## src/rtl/frame_queue_pkg.sv

```systemverilog
// Shared frame-queue definitions: word markers and arbiter state.
// Used by the arbiter, debug pattern generator and camera capture.
package frame_queue_pkg;

  localparam logic [16:0] FRAME_START = 17'h10000;
  localparam logic [16:0] ROW_START   = 17'h10001;
  localparam logic [16:0] FRAME_END   = 17'h1FFFF;

  localparam logic [1:0] SRC_NONE = 2'b00;
  localparam logic [1:0] SRC_CAM  = 2'b01;
  localparam logic [1:0] SRC_DBG  = 2'b10;

  typedef enum logic [1:0] {
    ST_IDLE,
    ST_CAM_FRAME,
    ST_DBG_FRAME,
    ST_ABORT
  } arb_state_t;

endpackage

```

## src/rtl/frame_timeout_counter.sv

```systemverilog
// Counts idle cycles inside a frame; expired is high on the
// TIMEOUT_CYCLES-th consecutive cycle without a clear.
module frame_timeout_counter #(
  parameter int unsigned TIMEOUT_CYCLES = 2000000
) (
  input  logic clk,
  input  logic reset,
  input  logic clear,
  input  logic enable,
  output logic expired
);

  localparam int unsigned W =
    (TIMEOUT_CYCLES < 2) ? 1 : $clog2(TIMEOUT_CYCLES);
  localparam logic [W-1:0] LAST = W'(TIMEOUT_CYCLES - 1);

  logic [W-1:0] count;

  always_ff @(posedge clk) begin
    if (reset || clear) begin
      count <= '0;
    end else if (enable && count != LAST) begin
      count <= count + W'(1);
    end
  end

  assign expired = enable && (count == LAST);

endmodule

```

## src/rtl/frame_source_arbiter.sv

```systemverilog
// Grants the frame queue to camera or debug source one whole frame at a time.
// Optional statistics outputs are enabled by FRAME_SOURCE_STATS_EN.
module frame_source_arbiter
  import frame_queue_pkg::*;
#(
  parameter int unsigned TIMEOUT_CYCLES = 2000000
) (
  input  logic        clk,
  input  logic        reset,
  input  logic        src_sel,
  input  logic [16:0] cam_data,
  input  logic        cam_wr_en,
  input  logic [16:0] dbg_data,
  input  logic        dbg_wr_en,
  output logic        dbg_full,
  input  logic        queue_full,
  output logic [16:0] queue_data,
  output logic        queue_wr_en,
  output logic [1:0]  active_src,
`ifdef FRAME_SOURCE_STATS_EN
  output logic [15:0] frames_done,
  output logic [15:0] words_dropped,
`endif
  output logic        frame_aborted
);

  arb_state_t  state;
  arb_state_t  state_nxt;
  logic        use_dbg;
  logic        in_frame;
  logic        g_we;
  logic [16:0] g_data;
  logic        fwd;
  logic        ins_end;
  logic        expired;

  assign in_frame = (state == ST_CAM_FRAME) || (state == ST_DBG_FRAME);

  // In IDLE the requested source is watched; in a frame the granted one.
  assign use_dbg = (state == ST_DBG_FRAME) ||
                   (state == ST_IDLE && src_sel);
  assign g_we    = use_dbg ? dbg_wr_en : cam_wr_en;
  assign g_data  = use_dbg ? dbg_data  : cam_data;
  assign dbg_full = use_dbg ? queue_full : 1'b1;

  frame_timeout_counter #(
    .TIMEOUT_CYCLES(TIMEOUT_CYCLES)
  ) u_timeout (
    .clk    (clk),
    .reset  (reset),
    .clear  (fwd || !in_frame),
    .enable (in_frame),
    .expired(expired)
  );

  always_comb begin
    state_nxt = state;
    fwd       = 1'b0;
    ins_end   = 1'b0;
    unique case (state)
      ST_IDLE: begin
        if (g_we && !queue_full && g_data == FRAME_START) begin
          fwd       = 1'b1;
          state_nxt = use_dbg ? ST_DBG_FRAME : ST_CAM_FRAME;
        end
      end
      ST_CAM_FRAME, ST_DBG_FRAME: begin
        if (g_we && g_data == FRAME_START) begin
          state_nxt = ST_ABORT;
        end else if (g_we && !queue_full) begin
          fwd = 1'b1;
          if (g_data == FRAME_END) state_nxt = ST_IDLE;
        end else if (g_we && g_data == FRAME_END) begin
          state_nxt = ST_ABORT;
        end else if (expired) begin
          state_nxt = ST_ABORT;
        end
      end
      ST_ABORT: begin
        if (!queue_full) begin
          ins_end   = 1'b1;
          state_nxt = ST_IDLE;
        end
      end
    endcase
  end

  always_ff @(posedge clk) begin
    if (reset) begin
      state         <= ST_IDLE;
      queue_data    <= '0;
      queue_wr_en   <= 1'b0;
      frame_aborted <= 1'b0;
    end else begin
      state         <= state_nxt;
      queue_wr_en   <= fwd || ins_end;
      queue_data    <= ins_end ? FRAME_END : (fwd ? g_data : '0);
      frame_aborted <= ins_end;
    end
  end

  always_comb begin
    active_src = SRC_NONE;
    unique case (state)
      ST_CAM_FRAME: active_src = SRC_CAM;
      ST_DBG_FRAME: active_src = SRC_DBG;
      default:      active_src = SRC_NONE;
    endcase
  end

`ifdef FRAME_SOURCE_STATS_EN
  logic drop;
  logic end_wr;

  // A dropped FRAME_END turns into an abort, so it is not a lost word.
  assign drop = (state == ST_CAM_FRAME) && cam_wr_en && queue_full &&
                cam_data != FRAME_START && cam_data != FRAME_END;
  assign end_wr = ins_end || (fwd && g_data == FRAME_END);

  always_ff @(posedge clk) begin
    if (reset) begin
      frames_done   <= '0;
      words_dropped <= '0;
    end else begin
      if (end_wr) frames_done <= frames_done + 16'd1;
      if (drop) words_dropped <= words_dropped + 16'd1;
    end
  end
`endif

endmodule

```

## config.mk

```make
export PLATFORM = sky130hd
export DESIGN_NAME = frame_source_arbiter
export DESIGN_NICKNAME = d
export VERILOG_FILES = /design/src/rtl/frame_queue_pkg.sv /design/src/rtl/frame_timeout_counter.sv /design/src/rtl/frame_source_arbiter.sv
export SDC_FILE = /design/constraint.sdc
export NUM_CORES = 1
export LEC_CHECK = 0
export ABC_AREA = 1
export CAP_MARGIN = 10
export CORE_AREA = 2 2 76 78
export CTS_BUF_LIST = sky130_fd_sc_hd__clkbuf_8 sky130_fd_sc_hd__clkbuf_16
export DETAILED_ROUTE_END_ITERATION = 8
export DIE_AREA = 0 0 78 80
export PLACE_DENSITY = 0.81
export SETUP_SLACK_MARGIN = 0.3
export SLEW_MARGIN = 20
export SYNTH_ARGS = -nofsm -noshare
export SYNTH_HDL_FRONTEND = slang
export SYNTH_SLANG_ARGS = --single-unit
export TNS_END_PERCENT = 5
```

## constraint.sdc

```tcl
create_clock -name clk -period 4.61 [get_ports clk]
set_input_delay 0.6915 -clock clk [delete_from_list [all_inputs] [get_ports clk]]
set_output_delay 0.6915 -clock clk [all_outputs]
set_load 0.01 [all_outputs]
```

Yosys cells after proc, flatten, opt, wreduce, memory -nomap -nowiden
Cells that the tools add are included.
{ "classes": {"n_mux": 21, "n_reduce_logical": 17, "eq_ne": 11, "add_sub_neg": 1} }
{ "op_table": {"columns": ["operator", "count"], "rows": [
  ["$mux 17", 3],
  ["$eq 17x17->1 const B", 2],
  ["$add 21x1->21 const B", 1],
  ["$eq 21x21->1 const B", 1],
  ["$ne 21x21->1 const B", 1],
  ["$mux 2", 8],
  ["$logic_and 1x1->1", 7],
  ["$mux 1", 7],
  ["$pmux 2 s3", 1],
  ["$logic_or 1x1->1", 5],
  ["$ne 5x5->1 const B", 1],
  ["$eq 2x2->1 const B", 2],
  ["$ne 4x4->1 const B", 1],
  ["$pmux 2 s2", 1],
  ["$reduce_and 4->1", 1],
  ["$eq 2x1->1 const B", 1],
  ["$logic_not 1->1", 2],
  ["$logic_not 2->1", 1],
  ["$ne 2x1->1 const B", 1],
  ["$ne 2x2->1 const B", 1],
  ["$pmux 1 s2", 1],
  ["$reduce_or 2->1", 1]
]} }
{ "word_totals": {"input_bits": 40, "out_inout_bits": 22, "ff_bits": 42, "wordCells": 55} }

Logic depth before layout (Yosys ltp)
{ "depth": {"ltp_word": 10, "depth_mapped": 18, "mapped_depth_nobuf": 17} }

By module
A second synthesis with hierarchy kept.
{ "hier_totals": {"cells_unflattened": 431, "area_unflattened_um2": 2793.9} }
{ "by_module_without_submodules": {"columns": ["mod", "area_per_inst_um2", "instances", "cells_per_inst", "seq_area_each_um2"], "rows": [
  ["frame_source_arbiter", 1544.0, 1, 239, 420.4],
  ["frame_timeout_counter", 1249.9, 1, 192, 420.4]
]} }

Worst setup path after synthesis
OpenSTA, ideal clock, no wires.
{ "synth_timing": {"kind": "register to register", "from": "register state[0]", "to": "register u_timeout.count[11]", "setup_ps": 114, "arrival_ps": 2027, "path_slack_ps": 2470, "path_stages_with_launch": 18, "n_path_buf": 2, "t_required_ps": 4496, "period_less_slack_ps": 2140, "path_cell_list": "dfxtp_1 inv_1 ha_1 nand2_2 nand2_4 buf_6 nand2_2 nand2_2 and2_4 nand2_2 nor2_4 nand2_2 nand2_2 o21ai_2 nand2_2 nand3_4 buf_6 nor2_4"} }
{ "synth_between": {"elab_chain_cells": 10, "word_cells_on_any_way": 21, "classes_between": "3 x eq/ne; 6 x mux; 12 x reduce/logical"} }
{ "synth_lines": {"columns": ["element", "line_no", "source"], "rows": [
  ["start, declared", "frame_source_arbiter.sv:27", "arb_state_t state;"],
  ["start signal, assigned", "frame_source_arbiter.sv:95", "state <= state_nxt;"],
  ["$logic_not 2->1", "frame_source_arbiter.sv:41, frame_source_arbiter.sv:60", null],
  ["$logic_and 1x1->1", "frame_source_arbiter.sv:41", "(state == ST_IDLE && src_sel);"],
  ["$logic_or 1x1->1", "frame_source_arbiter.sv:40", "assign use_dbg = (state == ST_DBG_FRAME) ||"],
  ["$mux 17 / $mux 1 (equally long branches)", "frame_source_arbiter.sv:43, frame_source_arbiter.sv:42", null],
  ["$eq 17x17->1 / $logic_and 1x1->1 (equally long branches)", "frame_source_arbiter.sv:62, frame_source_arbiter.sv:68, frame_source_arbiter.sv:70", null],
  ["$logic_and 1x1->1, or another cell as far along", "frame_source_arbiter.sv:68", "if (g_we && g_data == FRAME_START) begin"],
  ["$mux 1, on equally long branches", "frame_source_arbiter.sv:68, frame_source_arbiter.sv:62", null],
  ["$pmux 1 s2", "frame_source_arbiter.sv:60", "unique case (state)"],
  ["$logic_or 1x1->1", "frame_source_arbiter.sv:51", ".clear (fwd || !in_frame),"],
  ["$logic_or 1x1->1", "frame_timeout_counter.sv:20", "if (reset || clear) begin"],
  ["end signal, assigned", "frame_timeout_counter.sv:23", "count <= count + W'(1);"],
  ["end, declared", "frame_timeout_counter.sv:17", "logic [W-1:0] count;"]
]} }
Several ways; a longest one is shown, not always the timed one.
A chain may end at the register's enable or synchronous reset.

Worst setup path in the final report
{ "layout_timing": {"from": "register state[0]", "to": "output dbg_full"} }
{ "layout_between": {"elab_chain_cells": 4, "word_cells_on_any_way": 5, "classes_between": "1 x eq/ne; 1 x mux; 3 x reduce/logical"} }
{ "layout_lines": {"columns": ["element", "line_no", "source"], "rows": [
  ["$logic_not 2->1", "frame_source_arbiter.sv:41", null],
  ["$logic_and 1x1->1", "frame_source_arbiter.sv:41", null],
  ["$logic_or 1x1->1 (*)", "frame_source_arbiter.sv:40", null],
  ["$mux 1 (*)", "frame_source_arbiter.sv:44", "assign dbg_full = use_dbg ? queue_full : 1'b1;"],
  ["end, declared", "frame_source_arbiter.sv:15", "output logic dbg_full,"]
]} }
Every way passes the cells marked *; elsewhere a longest branch is shown, timed or not.

==> summary.txt <==
Status: finished, final reports clean
Avg Synthesized Cell Area: 6.593 um^2
Buffers added on ports: 61
Setup violators final: 0
Final cell utilization of the core: 0.6604
Actual slew at the worst max-slew pin: 0.5179 ns
Floorplan die height: 80 um
Core area: 5405 um^2
HP Start: state[0]
Synth warn: 0
CTS resizes: 0
Antenna Diode Count: 0
FF-to-FF Start: state[0]
VDD IR-drop max: 0.2015 mV
Yosys reg bits: 42
WP data required: 3.92 ns
First-pass GRT wire length: 11.87 mm
Placed insts: 553
Drt first pass iters: 4
Post-route ant nets: 0
Nets@finish: 536
CP delay by family, top: simple AND/OR/NAND/NOR gates
Synth area leader: dfxtp_1
Final setup TNS: 0 ns
Worst path max stage delay: 0.55 ns
Share of the synthesized area in the top cell type: 0.2938
RSZ-0062 raised after global routing: no
Post-layout instance count excluding filler cells: 561
Leading cell type in the layout, fill and taps excluded: nand2_1
Share of post-route cells with drive strength above 1: 0.09816
Maxcap violations: 0
Max frequency: 0.3181 GHz
Initial Utilization: 0.5294
PD cells: 340.3 nW/um^2
Mapped Nets: 482
Routed WL: 6.821 mm
Slew HR: 0.6544
Synth area leaders: dfxtp_1 29%, nand2_1 13%, inv_1 8.5%
Clock Skew: 0.007048 ns
Overflow after GRT: 0
Post-DP HPWL: 5.406 mm
Later-pin clock latency in the skew report: 0.29 ns
Tcrit/Tclk final: 0.6818
CTS buffer count: 5
Post-Syn Instances: 434
Hold worst-path end: state[0]
Worst path bufs/invs: 2
I/O pin total: 62
FF-to-FF End: u_timeout.count[7]
1st-iter DRT viols: 188
Fin. Hold Viols: 0
Crit path DAT: 2.45 ns
GPL Wtd Cong: 0.9087
R2r setup slk: 1.54 ns
Post-CTS Setup Inserts: 0
P_leak: 0.001437 uW
DR WL/cell: 12.16 um
Clk slew on worst S/H paths: 0.07 ns
Row cnt: 27
CP max stage cell: clkdlybuf4s50_1
CTS root buf: clkbuf_8
R2r worst-path depth: 15
Hold_buf cts: 0
Number of vias per cell: 5.114
Minimum clock period: 3.143 ns
Distinct cells, synth: 32
Crit-path cells: inv_1 > ha_1 > nand2_2 > nand2_4 > nand2_1 > clkdlybuf4s50_1
CP Capture Type: output port
Min-delay worst type: flop to flop
Bufs on Longest Clock Path: 2
Via count: 2869
CP startpoint kind: flop
Setup CP Type: flop to output port
Max Slew Vio Count: 0
Hold Path Cell Cnt: 2
Max H-tree Level: 2
Clock sinks: 42
Most frequent cells in the layout: 96 x nand2_1, 66 x inv_1, 61 x clkdlybuf4s50_1, 53 x nor2_1, 42 x dfxtp_1
Die Span X: 78 um
CTS tree: built
Die ar.: 6240 um^2
Crit path max fanout: 30
Cell area after synthesis: 2861 um^2
Vias in the first global route: 2752
Initial antenna violation count: 0
Sequential fraction of the synthesis area: 0.2938
All-Layer GR Usage: 0.2356
Post-route DRC: 0
Layout area overhead: 24.75%
Final hold slack: 0.5605 ns
Largest net degree at the start of global routing: 31
[per-layer routing]
metal	wire length, um	GRT usage	share of wire
met1	2916	0.2694	0.43
met2	3418	0.4147	0.50
met4	192	0.1175	0.028
met3	293	0.05090	0.043
met5	0	0	0
[per-stage QoR]
step	total power [uW]	area, um^2	worst slack (ns)
floorplan	800.5	2861	2.470
global placement	920.7	3460	1.439
detailed placement	934.9	3460	1.304
CTS	1216	3570	1.482
global route	1304	3570	1.211
finish	1215	3570	1.467
[sequential cells by signal, indices dropped and copies added, names as in the netlist]
register / count
frame_aborted: 1
queue_data: 17
queue_wr_en: 1
state: 2
u_timeout.count: 21
[worst reg2reg max path, stage by stage, from the launching register on]
cell     delay [ns]
dfxtp_1        0.42
inv_1          0.12
ha_1           0.27
nand2_2        0.36
nand2_4        0.29
nand2_1        0.14
nand2_1        0.10
nor2_1         0.10
nand3_1        0.10
nor2_2         0.21
nand2_2        0.08
nand2_2        0.12
o21ai_2        0.09
nand2_2        0.08
nand3_4        0.30
nor2_2         0.20
[layout make-up]
| class | instances | area (um^2) |
|---|---|---|
| well taps | 72 | 90.09 |
| multi-input cells | 311 | 1664 |
| clock buffers | 5 | 68.82 |
| flip-flops and latches | 42 | 840.8 |
| repair buffers | 61 | 610.6 |
| clock inverters | 3 | 41.29 |
| fillers | 500 | 1836 |
| inverters | 67 | 254.0 |
[worst max-delay path by stage]
stage             start                   to  cells after the start
6_report       state[0]             dbg_full                      6
5_1_grt        state[0]   u_timeout.count[3]                     15
4_1_cts        state[0]             dbg_full                      6
3_5_place_dp    src_sel   u_timeout.count[4]                     14
3_3_place_gp    src_sel   u_timeout.count[4]                     14
2_1_floorplan  state[0]  u_timeout.count[11]                     17
[cells by family after synthesis]
logic type	count (synthesis)	share of synthesized area
xor+xnor	18	0.05509
simple gates	248	0.4246
fa+ha+maj	8	0.03498
flops	42	0.2938
buf+inv	81	0.1246
compound gates	37	0.06690
[synthesized netlist by cell type]
master / number
o21ai_2: 1
o21ai_0: 16
nand3b_1: 13
a21oi_1: 14
xor2_1: 13
xnor2_1: 5
buf_2: 4
inv_4: 1
buf_1: 1
nand2_4: 1
buf_6: 6
nor2_4: 2
nor2_2: 22
nand4_1: 8
nand2_1: 96
nand3b_4: 1
o21bai_1: 1
nand2_2: 8
clkbuf_1: 3
inv_1: 65
o21ai_1: 5
nand3_1: 25
inv_2: 1
nand3_4: 2
ha_1: 8
nor2_1: 53
or2_1: 1
and2_4: 1
nand3b_2: 1
dfxtp_1: 42
nor4_1: 8
nor3_1: 6
[power by group]
part | switching, uW | internal, uW | leakage [uW] | total [uW]
combinational | 336 | 189 | 0.00104 | 525
clock | 123 | 159 | 0.0000556 | 283
sequential | 16.8 | 391 | 0.000339 | 407
(Power assumes the default switching activity.)
